## config.mk

```make
export PLATFORM = sky130hd
export DESIGN_NAME = layer_serializer
export DESIGN_NICKNAME = d
export VERILOG_FILES = /design/src/rtl/layer_serializer.sv
export SDC_FILE = /design/constraint.sdc
export NUM_CORES = 1
export LEC_CHECK = 0
export ABC_AREA = 1
export ABC_CLOCK_PERIOD_IN_PS = 118600
export CAP_MARGIN = 20
export CORE_MARGIN = 3
export CORE_UTILIZATION = 25
export DETAILED_ROUTE_END_ITERATION = 10
export HOLD_SLACK_MARGIN = 0.03
export PLACE_DENSITY = 0.51
export SYNTH_ARGS = -nofsm -noshare
export SYNTH_HDL_FRONTEND = slang
export SYNTH_SLANG_ARGS = --single-unit
export TNS_END_PERCENT = 1
```

## constraint.sdc

```tcl
create_clock -name clk -period 118.6 [get_ports clk]
set_clock_uncertainty 0.1 [all_clocks]
set_input_delay 23.72 -clock clk [delete_from_list [all_inputs] [get_ports clk]]
set_output_delay 23.72 -clock clk [all_outputs]
set_load 0.005 [all_outputs]
```

## src/rtl/layer_serializer.sv

```systemverilog
// Serializes one layer's parallel neuron outputs into a gap-free burst for the next layer.
// One active frame is being sent while at most one more waits in the pending slot.
module layer_serializer #(
  parameter int numNeurons = 30,
  parameter int dataWidth  = 16,
  parameter int gapCycles  = 8
) (
  input  logic                            clk,
  input  logic                            rst,
  input  logic                            x_valid,
  input  logic [numNeurons*dataWidth-1:0] x_in,
  output logic [dataWidth-1:0]            data_out,
  output logic                            data_out_valid,
  output logic                            busy,
  output logic                            overrun
);

  localparam int IW = (numNeurons > 1) ? $clog2(numNeurons) : 1;
  localparam int GW = $clog2(gapCycles + 1);
  localparam logic [IW-1:0] LAST_IDX = IW'(numNeurons - 1);
  localparam logic [GW-1:0] GAP_LOAD = GW'(gapCycles);
  localparam logic [GW-1:0] GAP_LAST = GW'(1);

  typedef enum logic [1:0] {S_IDLE, S_SEND, S_GAP} state_t;

  logic [dataWidth-1:0] w_x_word [numNeurons];
  logic [dataWidth-1:0] r_active [numNeurons];
  logic [dataWidth-1:0] r_pending [numNeurons];

  state_t               r_state;
  logic                 r_pend_full;
  logic [IW-1:0]        r_idx;
  logic [GW-1:0]        r_gap;
  logic [dataWidth-1:0] r_data_out;
  logic                 r_valid;
  logic                 r_busy;
  logic                 r_overrun;

  logic                 w_take;
  logic                 w_cap_pend;
  logic                 w_drop;
  logic                 w_pend_next;
  logic [IW-1:0]        w_next_idx;

  for (genvar gi = 0; gi < numNeurons; gi++) begin : g_unpack
    assign w_x_word[gi] = x_in[gi*dataWidth +: dataWidth];
  end

  // Pending moves to active at the end of a gap, or one cycle later when it
  // was filled during the very last gap cycle (no IDLE shortcut).
  assign w_take      = r_pend_full &&
                       ((r_state == S_IDLE) || (r_state == S_GAP && r_gap == GAP_LAST));
  assign w_cap_pend  = x_valid && (r_state != S_IDLE || r_pend_full) &&
                       (!r_pend_full || w_take);
  assign w_drop      = x_valid && r_pend_full && !w_take;
  assign w_pend_next = w_cap_pend ? 1'b1 : (w_take ? 1'b0 : r_pend_full);
  assign w_next_idx  = r_idx + IW'(1);

  always_ff @(posedge clk) begin
    if (rst) begin
      r_state     <= S_IDLE;
      r_pend_full <= 1'b0;
      r_idx       <= '0;
      r_gap       <= '0;
      r_data_out  <= '0;
      r_valid     <= 1'b0;
      r_busy      <= 1'b0;
      r_overrun   <= 1'b0;
    end else begin
      if (w_drop)
        r_overrun <= 1'b1;
      if (w_cap_pend)
        r_pending <= w_x_word;
      r_pend_full <= w_pend_next;

      case (r_state)
        S_IDLE: begin
          if (w_take) begin
            r_active   <= r_pending;
            r_idx      <= '0;
            r_data_out <= r_pending[0];
            r_valid    <= 1'b1;
            r_busy     <= 1'b1;
            r_state    <= S_SEND;
          end else if (x_valid) begin
            r_active   <= w_x_word;
            r_idx      <= '0;
            r_data_out <= w_x_word[0];
            r_valid    <= 1'b1;
            r_busy     <= 1'b1;
            r_state    <= S_SEND;
          end else begin
            r_busy <= w_pend_next;
          end
        end

        S_SEND: begin
          r_busy <= 1'b1;
          if (r_idx == LAST_IDX) begin
            r_gap      <= GAP_LOAD;
            r_data_out <= '0;
            r_valid    <= 1'b0;
            r_state    <= S_GAP;
          end else begin
            r_idx      <= w_next_idx;
            r_data_out <= r_active[w_next_idx];
          end
        end

        S_GAP: begin
          if (r_gap == GAP_LAST) begin
            if (w_take) begin
              r_active   <= r_pending;
              r_idx      <= '0;
              r_data_out <= r_pending[0];
              r_valid    <= 1'b1;
              r_busy     <= 1'b1;
              r_state    <= S_SEND;
            end else begin
              r_busy  <= w_pend_next;
              r_state <= S_IDLE;
            end
          end else begin
            r_gap <= r_gap - GW'(1);
          end
        end

        default: r_state <= S_IDLE;
      endcase
    end
  end

  assign data_out       = r_data_out;
  assign data_out_valid = r_valid;
  assign busy           = r_busy;
  assign overrun        = r_overrun;

endmodule
```

==> tab_implementation.tex <==
\begin{tabular}{lr}
\hline
Metric & Value \\
\hline
\multicolumn{2}{l}{\textbf{Status}} \\
Status & complete, no violations \\
\multicolumn{2}{l}{\textbf{Critical path}} \\
Slowest library cell on the worst path & buf\_4 \\
Critical path, cell by cell & clkdlybuf4s50\_1, inv\_1, nand2\_1, nand2\_1, nor3\_2, buf\_4, buf\_4, buf\_4, buf\_4 \\
WP data arrival & between 20 and 30 ns \\
Biggest cell delay along the critical path & 0.80 ns \\
Required time worst endpoint & between 100 and 150 ns \\
Worst path most repeated cell & buf\_4 \\
Critical Path Fanout Max & approximately 70 \\
Endpoint kind of the worst setup timing path & flop \\
Critical path class & in2reg \\
Launching element type of the critical path & input port \\
Setup slack on the worst flop-to-flop path & approximately 110 ns \\
RR Startpoint & r\_state[0]\$\_SDFFE\_PP0P\_ \\
Cell count of the worst reg-to-reg path & 11 \\
Reg-to-Reg End & r\_active[92]\$\_DFFE\_PP\_ \\
\multicolumn{2}{l}{\textbf{Power}} \\
Sequential share of power & a little over two fifths \\
Clock power frac & just under 30\% \\
Areal power density over the cells & 22.7 nW/um2 \\
Net load switching power & approximately 400 uW \\
Switching Share & 32.1\% \\
Combinational Power Share & between 20\% and 30\% \\
Total internal power & between 800 and 900 uW \\
Leakage power & around 19 nW \\
Worst vdd ir & $\sim$15 uV \\
\multicolumn{2}{l}{\textbf{Detailed routing}} \\
Sum of met3 wire segment lengths after detailed routing & about 5.5 mm \\
Number of detailed-route iterations in the first pass & 5 \\
Met1 wire length & approximately 54 mm \\
Avg Vias per Cell & between 4 and 5 \\
DRC violations left & 0 \\
Detailed-route wire length per cell & between 20 and 25 um \\
Detailed router's first-iteration violation count & 1642 \\
Number of routed nets with antenna violations & 0 \\
Met2 routed WL & 67.2 mm \\
Sum of routed wire length over all layers & 131 mm \\
Max layer used & met5 \\
Via count & around 26k \\
\multicolumn{2}{l}{\textbf{Global route}} \\
Sum of overflow across all layers after global routing & 0 \\
Number of global-route vias before repair & between 20k and 30k \\
Wire length of the first global-routing pass & roughly 190 mm \\
Antenna violations before repair & 32 \\
Overall global routing resource usage & $\sim$15\% \\
Pin count of the biggest net entering global routing & around 160 \\
\multicolumn{2}{l}{\textbf{Clock tree}} \\
Root buffer cell & clkbuf\_16 \\
CTS tree & done \\
Num Clock Sinks & a little under 1k \\
Max H-tree Level & 3 \\
Hold buffers post-CTS & 0 \\
Clock Latency Late Sink & between 0.7 and 0.8 ns \\
Count of cells resized by post-cts repair & 0 \\
Clk buf depth & 3 \\
Clock-pin slew on the worst setup and hold paths & roughly 0.060 ns \\
Total CTS buffers & about 110 \\
Setup repair bufs after CTS & 0 \\
\multicolumn{2}{l}{\textbf{Synth}} \\
FFs w/ async S/R, synth & 0\% \\
Compound-cell area share of the yosys netlist & $\sim$1.1\% \\
Number of synthesized flops with an enable pin & 960 \\
Share of synthesized area occupied by flip-flops and latches & just under 70\% \\
Adder-Cell Fraction of Synth Area & 0.263\% \\
Post-synthesis sequential element count & 991 \\
Synth Warn \# & 0 \\
Cells after Synth & between 3k and 4k \\
Yosys cell types & 39 \\
Dominant combinational cell family by area after synthesis & multiplexers \\
Post-Syn Nets & roughly 3.8k \\
Syn Area/Cell & about 13 um2 \\
Flip-flop cell with the highest count after synthesis & edfxtp\_1 \\
Fraction of synthesized cell area in xor and xnor cells & less than 1\% \\
Post-synthesis share of cell area spent on and, or, nand and nor gates & $\sim$12\% \\
Portion of netlist area occupied by mux cells & about 12\% \\
Syn Std Cell Area & roughly 43000 um2 \\
\multicolumn{2}{l}{\textbf{Floorplan}} \\
I/O pin cnt & between 500 and 600 \\
Core footprint & about 170000 um2 \\
Starting Density & 25.2\% \\
Total die area & around 180000 um2 \\
Row Count & around 150 \\
DIE WIDTH & about 420 um \\
Chip Height & approximately 420 um \\
\multicolumn{2}{l}{\textbf{Final layout}} \\
Area growth from synthesis to layout & 25.1\% \\
Final net count & about 4.2k \\
Post-route design area & between 50000 and 60000 um2 \\
Final-layout fill cell count & 17.0k \\
Fraction of final layout cells with drive strength greater than 1 & roughly 15\% \\
Post-Layout Cell Count & about 6.1k \\
\multicolumn{2}{l}{\textbf{Placement}} \\
Cell Area, Placed & approximately 50000 um2 \\
Placed cell count & 5851 \\
Estimated wirelength of the detail-placed design & approximately 89 mm \\
Number of buffers added on ports & 501 \\
Weighted congestion reported at the end of routability-driven placement & just over 0.8 \\
\multicolumn{2}{l}{\textbf{STA}} \\
Peak clock frequency supported by timing & 0.0363 GHz \\
Final Slew Violations & 0 \\
Final period util & about 23\% \\
Setup\_tns & 0 ns \\
Final hold violations & 0 \\
Actual slew at the worst max-slew pin & $\sim$1.2 ns \\
Setup violations, final & 0 \\
Max\_slew headroom & approximately a fifth \\
Setup repair after global routing missed its margin & false \\
Final period demand of the worst path & 27.53 ns \\
\multicolumn{2}{l}{\textbf{Flow run}} \\
Max-cap violations & 0 \\
\multicolumn{2}{l}{\textbf{Min path}} \\
Hold Path Sink & overrun\$\_SDFFE\_PP0P\_ \\
Hold crit path type & reg2reg \\
Hold path depth & 1 \\
HP Start & overrun\$\_SDFFE\_PP0P\_ \\
\hline
\end{tabular}
==> power groups by stage <==
stage,registers [mW],clock network [mW],logic [mW]
finish,0.515,0.357,0.345
global route,0.523,0.381,0.385
CTS,0.516,0.368,0.358
detailed placement,0.523,0,0.356
global placement,0.521,0,0.354
floorplan,0.580,0,0.239
==> state kept, by name, indices dropped and copies added (netlist names) <==
register	flops
busy	1
r_pend_full	1
overrun	1
data_out_valid	1
r_gap	4
r_active	480
data_out	16
r_idx	5
r_pending	480
r_state	2
==> cell type report <==
type	instances	area, um2	share of cell area, %
flip-flops and latches	991	29500	55.0
multi-input cells	1831	11100	20.8
repair buffers	531	5310	9.91
clock buffers	137	2960	5.53
well taps	2218	2780	5.18
inverters	281	1070	2.01
clock inverters	72	828	1.55
diodes	13	32.5	0.0607
==> cells in the mapped netlist (2+ instances only) <==
master    instances  area, um2
o21a_1            2       15.0
buf_6            36        405
buf_1             2       7.51
ha_1              9        113
clkinv_1          6       22.5
a21oi_1          34        170
buf_2            68        340
a211oi_1          3       22.5
clkbuf_1         14       52.6
nand2_1         932       3500
clkbuf_8          7       96.3
edfxtp_1        960      28800
nor2_4            2       22.5
nor3_1            3       15.0
a21oi_2           9       78.8
mux2_2          363       4090
o21ai_0          36        180
mux2_1          101       1140
inv_1           268       1010
nand3_1         312       1560
nor2_1           13       48.8
inv_2             6       22.5
buf_4            40        300
dfxtp_1          31        621
==> logic make-up (layout without fill, tap and decap cells) <==
group,after synthesis,count (layout)
AO/OA/AOI/OAI,86,86
other,0,13
buffers and inverters,450,1021
XOR/XNOR,4,4
flip-flops,991,991
adder cells (fa/ha/maj),9,9
multiplexers,464,464
AND/OR/NAND/NOR,1268,1268
==> through the flow <==
step                      power [mW]  hold slack (ns)  util [%]  worst slack [ns]
final                           1.22            0.379      31.5             91.07
after global routing            1.29            0.400      31.5             90.79
after CTS                       1.24            0.385      31.5             91.04
after detailed placement       0.879            0.358      29.3             90.21
after floorplan                0.819            0.358         -             60.40
after global placement         0.875            0.370      29.3             90.27
==> worst max-delay path, delay by kind of cell <==
kind                   cells  cell delay (ns)
buffers and inverters      6             3.51
AND/OR/NAND/NOR            3             0.39
==> worst max path at each step <==
stage,slack (ns),end,start
2_1_floorplan,60.40,r_active[0]$_DFFE_PP_,x_valid
3_3_place_gp,90.27,r_active[43]$_DFFE_PP_,x_valid
4_1_cts,91.04,r_active[80]$_DFFE_PP_,x_valid
3_5_place_dp,90.21,r_active[43]$_DFFE_PP_,x_valid
6_report,91.07,r_active[92]$_DFFE_PP_,x_valid
5_1_grt,90.79,r_active[39]$_DFFE_PP_,x_valid
==> per-layer routing <==
metal,vias up,GRT usage (%)
met5,-,0
met4,6,5.98
li1,12348,-
met3,198,2.41
met2,600,25.8
met1,12823,17.7
==> placed cells by master (no fill, tap or decap), drive strengths merged <==
master	n
xnor2	2
inv	280
xor2	2
nand3	313
clkbuf	137
a211oi	3
bufinv	14
dfxtp	31
nor2	16
ha	9
or3	1
mux2	464
diode	13
clkinv	56
o21a	2
a21oi	43
nor3	3
clkdlybuf4s50	501
edfxtp	960
nand4	1
buf	30
clkinvlp	3
a2111oi	1
a31oi	1
nand2	934
o21ai	36
No activity file was read; power rests on OpenSTA's default activity.
